--- config.mk ---
export PLATFORM = sky130hd
export DESIGN_NAME = router_dest_fifo
export DESIGN_NICKNAME = d
export VERILOG_FILES = /design/src/rtl/router_dest_fifo.sv
export SDC_FILE = /design/constraint.sdc
export NUM_CORES = 1
export LEC_CHECK = 0
export ABC_AREA = 1
export BUFFER_PORTS_ARGS = -buffer_cell sky130_fd_sc_hd__buf_2
export CAP_MARGIN = 20
export CELL_PAD_IN_SITES_DETAIL_PLACEMENT = 2
export CELL_PAD_IN_SITES_GLOBAL_PLACEMENT = 2
export CORE_MARGIN = 2
export CORE_UTILIZATION = 43
export DETAILED_ROUTE_END_ITERATION = 8
export PLACE_DENSITY_LB_ADDON = 0.1
export SETUP_SLACK_MARGIN = 0.2
export SYNTH_ARGS = -nofsm -noshare
export SYNTH_HDL_FRONTEND = slang
export SYNTH_SLANG_ARGS = --single-unit
--- constraint.sdc ---
create_clock -name clock -period 4.9 [get_ports clock]
set_input_delay 1.225 -clock clock [delete_from_list [all_inputs] [get_ports clock]]
set_output_delay 1.225 -clock clock [all_outputs]
set_load 0.01 [all_outputs]
--- src/rtl/router_dest_fifo.sv ---
// router_dest_fifo: per-destination packet byte buffer of the 1x3 router.
// Entries are {header_marker, byte}; reads are registered (data_out valid the
// cycle after an accepted read_en). pkt_cnt tracks the bytes remaining in the
// packet currently being drained.
// Optional feature macro: ROUTER_DEST_FIFO_TIMEOUT_EN adds an idle-read
// watchdog that flushes the buffer and pulses the timeout output.
module router_dest_fifo #(
  parameter int DEPTH          = 16,
  parameter int WIDTH          = 8,
  parameter int TIMEOUT_CYCLES = 30
) (
  input  logic             clock,
  input  logic             resetn,
  input  logic             soft_reset,
  input  logic             write_enb,
  input  logic             lfd_state,
  input  logic [WIDTH-1:0] data_in,
  input  logic             read_en,
  output logic [WIDTH-1:0] data_out,
  output logic             valid_out,
  output logic             full,
  output logic             empty
`ifdef ROUTER_DEST_FIFO_TIMEOUT_EN
  ,
  output logic             timeout
`endif
);

  localparam int AW = $clog2(DEPTH);
  localparam logic [AW:0] PTR_ONE = (AW+1)'(1);

  // Reject configurations the pointer scheme cannot represent.
  if (DEPTH < 4 || (DEPTH & (DEPTH - 1)) != 0 || WIDTH < 8 || TIMEOUT_CYCLES < 2) begin : g_bad_param
    $error("router_dest_fifo: unsupported parameter set");
  end

  logic [WIDTH:0] mem [DEPTH];
  logic [AW:0]    wr_ptr;
  logic [AW:0]    rd_ptr;
  logic [5:0]     pkt_cnt;
  logic [WIDTH:0] rd_entry;
  logic           wr_acc;
  logic           rd_acc;
  logic           tmo_hit;
  logic           flush;

  // Header entries reload the remaining-byte count (payload plus parity);
  // any other byte consumes one, never going below zero.
  function automatic logic [5:0] pkt_next(input logic [WIDTH:0] entry, input logic [5:0] cnt);
    if (entry[WIDTH])
      return entry[7:2] + 6'd1;
    else if (cnt == 6'd0)
      return 6'd0;
    else
      return cnt - 6'd1;
  endfunction

  // The extra pointer MSB distinguishes a full wrap from an empty buffer.
  assign full      = (wr_ptr[AW-1:0] == rd_ptr[AW-1:0]) && (wr_ptr[AW] != rd_ptr[AW]);
  assign empty     = (wr_ptr == rd_ptr);
  assign valid_out = ~empty;
  assign wr_acc    = write_enb && !full;
  assign rd_acc    = read_en && !empty;
  assign rd_entry  = mem[rd_ptr[AW-1:0]];
  assign flush     = soft_reset || tmo_hit;

`ifdef ROUTER_DEST_FIFO_TIMEOUT_EN
  localparam int TW = $clog2(TIMEOUT_CYCLES);
  logic [TW-1:0] idle_cnt;
  logic          idle_cond;

  assign idle_cond = valid_out && !read_en;
  assign tmo_hit   = idle_cond && (idle_cnt == TW'(TIMEOUT_CYCLES - 1));

  // Watchdog: count unread-data cycles, fire a one-cycle flush pulse at the limit.
  always_ff @(posedge clock) begin
    if (!resetn || soft_reset) begin
      idle_cnt <= '0;
      timeout  <= 1'b0;
    end else if (tmo_hit) begin
      idle_cnt <= '0;
      timeout  <= 1'b1;
    end else begin
      timeout  <= 1'b0;
      idle_cnt <= idle_cond ? idle_cnt + TW'(1) : '0;
    end
  end
`else
  assign tmo_hit = 1'b0;
`endif

  // Storage write; contents are don't-care after reset or flush.
  always_ff @(posedge clock) begin
    if (wr_acc)
      mem[wr_ptr[AW-1:0]] <= {lfd_state, data_in};
  end

  // Pointer and packet-count control; a flush discards concurrent accesses.
  always_ff @(posedge clock) begin
    if (!resetn || flush) begin
      wr_ptr  <= '0;
      rd_ptr  <= '0;
      pkt_cnt <= 6'd0;
    end else begin
      if (wr_acc)
        wr_ptr <= wr_ptr + PTR_ONE;
      if (rd_acc) begin
        rd_ptr  <= rd_ptr + PTR_ONE;
        pkt_cnt <= pkt_next(rd_entry, pkt_cnt);
      end
    end
  end

  // Registered read port: holds its value unless a read is accepted.
  always_ff @(posedge clock) begin
    if (!resetn || flush)
      data_out <= '0;
    else if (rd_acc)
      data_out <= rd_entry[WIDTH-1:0];
  end

endmodule

* After elaboration in Yosys (flattened, before gate mapping)
Memories as Yosys holds them, arrays and structs flattened. A register that Yosys moved wholly into a read port is not among the register bits.
Index checks and enable logic that the tools add are counted.
** Storage, ports and cells
- Flip-flop bits (word level) :: 10
- Memory bits (writable) :: 144
- Input port bits :: 14
- Word-level logic and storage cells :: 18
- Memories kept :: 1
** Memories
- mem :: words 16, bits a word 9, rd ports 1, clocked after memory_dff 1, write ports 1, line 37 : logic [WIDTH:0] mem [DEPTH];
** Operators by class
- $add $sub $neg :: 2
- Eq/ne operators :: 3
- Multiplexer cells :: 2
- Bitwise operators :: 1
- Reductions and logical operators :: 7
** Operators with widths (number)
- $add A5 B1 Y5 const B :: 2
- $eq A5 B5 Y1 :: 1
- $eq A4 B4 Y1 :: 1
- $logic_and A1 B1 Y1 :: 3
- $logic_not A1 Y1 :: 3
- $mux W1 :: 2
- $logic_or A1 B1 Y1 :: 1
- $ne A1 B1 Y1 :: 1
- $not A1 Y1 :: 1

* Longest topological paths before layout
- Word-level depth :: 6
- Mapped depth :: 12

* Worst setup path after synthesis
Ideal clock, no wire load.
- Path type :: input -> register
- Start point :: input port write_enb
- End point :: memory mem[12][0] (netlist bit), enable pin
- Setup time :: 370 ps
- Data arrival time :: 1924 ps
- Slack :: 2606 ps
- Stages :: 4
- Buffers on the path :: 0
- Cell sequence :: nand2_1 inv_2 nand2_1 nor2_1
** On the way
- Word-level cells in the longest chain between the ends :: 3
** Ends and longest elaborated chain
- from (decl) :: line 15 : input logic write_enb,
- $logic_and A1 B1 Y1 :: line 62 : assign wr_acc = write_enb && !full;
- $mux W1 :: line 94 : if (wr_acc)
- $mux W1 (not written as such) :: line 95 : mem[wr_ptr[AW-1:0]] <= {lfd_state, data_in};
- to (decl) :: line 37
No other way between the ends.

* Worst setup path in the final report
- Start point :: register rd_ptr[1]
- End point :: output port full
** On the way
- Word-level cells in the longest chain between the ends :: 2
** Ends and longest elaborated chain
- from (decl) :: line 39 : logic [AW:0] rd_ptr;
- from (signal assigned) :: line 108 : rd_ptr <= rd_ptr + PTR_ONE;
- $eq A4 B4 Y1 :: line 59 : assign full = (wr_ptr[AW-1:0] == rd_ptr[AW-1:0]) && (wr_ptr[AW] != rd_ptr[AW]);
- $logic_and A1 B1 Y1 :: line 59
- to (decl) :: line 21 : output logic full,
No other way between the ends.

==> results.cfg <==
[outcome]
status = complete, no violations

[place]
port_buffers = 23
dpl_cell_area_mm2 = 0.006590
gp_congestion = 0.8087
dp_hpwl_mm = 12.06

[power]
power.leakage_uw = 0.002978
power.density_mw_per_mm2 = 399.9
vdd_ir_drop_max_v = 0.0002876
finalPower_uw = 2883

[grt]
antenna_found_initial = 0
grt_pass1_wl_mm = 29.66
grt_pass1_vias = 5140
overflow = 0
grt_max_degree = 69
grt_usage_pct = 25.82

[timing]
grt_setup_unrepaired = false
max_freq_mhz = 273.5
setup_viol = 0
setup_tns_ns = 0
tightest_slew_ns = 1.006
fin_crit_sh_pct = 74.62
hold_viol = 0
post-route-min-period_ns = 3.656
max_slew_margin_pct = 32.71
skew_ns = 0.009557
whs_ns = 0.5275
slew_violations = 0

[detailed_routing]
routed-via-count = 4489
drt_iter0_markers = 235
antenna_left = 0
wl_per_cell_um = 22.47
viasPerCell = 5.208
wl_mm = 19.37
first_pass_iters = 4
drcViolationCount = 0

[clock_network]
cts_hold_buf = 0
cts-root-buf = clkbuf_16
cts_tree = built
cts_sinks = 146
htreeDepth = 4
postCtsSetupBuffers = 0
clock_latency_ns = 0.43
cts_made_buffers = 17
clk_pin_slew_ns = 0.06
cts_resized = 0
cts.path.max_buffers = 2

[run]
drv_cap = 0

[floorplanning]
die_h_um = 125.6
start_util_pct = 43.89
fp.dieW_um = 125.6
row_count = 44
pin_count = 25
coreArea_mm2 = 0.01448
die-area_mm2 = 0.01577

[hold_path]
hold_class = reg -> reg

[worst_setup_path]
end_kind = output pin
cp.arrival_ns = 2.43
critical_path_class = reg -> out
start_kind = register
crit_required_ns = 3.67
cp_max_fo = 37

[yosys]
synth-seq-cells = 146
synthCells = 647
syn_area_mm2 = 0.006355
yosysUniqueCellTypes = 22
synth_warnings = 0
synth.avg_cell_area_um2 = 9.822
syn-num-nets = 666
seq_area_frac_synth_pct = 66.15

[layout]
num_antenna_cells = 0
final_layout_size_suffix_gt1_share_pct = 9.292
design_area_mm2 = 0.007211
nets = 684
final_common_cell = nand2_1
syn_to_final_growth_pct = 13.47
final_cell_mix = nand2_1 (149), edfxtp_1 (128), nor2_1 (99)
fillers = 1527
-- path summary, 6_finish.rpt --
| kind | startpoint | to | slack [ns] | depth (start not counted) |
|---|---|---|---|---|
| min reg2reg | rd_ptr[4]$_SDFFE_PP0P_ | rd_ptr[4]$_SDFFE_PP0P_ | 0.53 | 2 |
| min | rd_ptr[4]$_SDFFE_PP0P_ | rd_ptr[4]$_SDFFE_PP0P_ | 0.53 | 2 |
| max | rd_ptr[1]$_SDFFE_PP0P_ | full | 1.24 | 8 |
| max reg2reg | rd_ptr[1]$_SDFFE_PP0P_ | mem[14][5]$_DFFE_PP_ | 1.45 | 10 |
-- cell usage after synthesis --
cell	count	share of area (%)
nand2_1	149	8.8
edfxtp_1	128	60
nor2_1	99	5.8
inv_1	89	5.3
nand3_1	65	5.1
o21ai_0	34	2.7
dfxtp_1	18	5.7
a21oi_1	14	1.1
clkbuf_1	13	0.77
buf_2	8	0.63
ha_1	5	0.98
inv_2	5	0.30
xor2_1	4	0.55
buf_1	3	0.18
buf_6	3	0.53
xnor2_1	3	0.41
o21ai_1	2	0.16
clkinv_1	1	0.059
nand2_2	1	0.099
nand3_2	1	0.16
nand3b_1	1	0.12
nor2_2	1	0.099
-- power breakdown --
group          switching, uW  internal [uW]  total, uW  leakage (uW)
logic                    103           30.2        134       0.00138
clock network            507            875       1380      0.000294
registers               4.77           1360       1370       0.00130
-- cell type report --
type	instances	area, um^2	share of cell area (%)
sequential	146	4205	58.32
clock inverter	10	156.4	2.169
inverter	95	356.6	4.945
multi-input combinational	379	1660	23.03
clock buffer	22	464.2	6.438
timing repair buffer	26	137.6	1.909
tap	184	230.2	3.193
-- cells by family after synthesis --
kind of cell               share of synthesized area, %
and+or+nand+nor                                   20.24
DFF                                               66.15
buffers and inverters                             7.718
AOI/OAI and AO/OA                                 3.938
xor gates and xnor gates                         0.9648
adders and majority gates                        0.9844
-- flip-flops by register name (all words and copies together), names as in the netlist --
signal / cells
rd_ptr: 5
data_out: 8
wr_ptr: 5
mem: 128
-- worst max-delay path: stages (launching register included) --
cell,delay [ns]
dfxtp_1,0.31
buf_4,0.41
inv_2,0.44
nand2_1,0.17
nand2_1,0.08
nor2_2,0.16
nand3b_1,0.19
inv_1,0.11
buf_2,0.13
-- stage by stage --
stage                     util, %  instances  setup slack [ns]
after detailed placement    45.52        830             1.495
after CTS                   49.80        862             1.209
final                       49.80        862             1.244
after global routing        49.80        862             1.083
after global placement      45.52        830             1.651
after floorplan                 -        647             2.606
-- routing by layer --
metal / routed length, um / vias to the layer above / track usage [%] / share of wire, %
met3: 496 / 25 / 4.579 / 2.6
li1: - / 2121 / - / -
met5: 0 / - / 0 / 0
met2: 10340 / 69 / 46.65 / 53
met4: 363 / 0 / 8.431 / 1.9
met1: 8171 / 2274 / 31.22 / 42
Power figures use the tool's default switching activity.
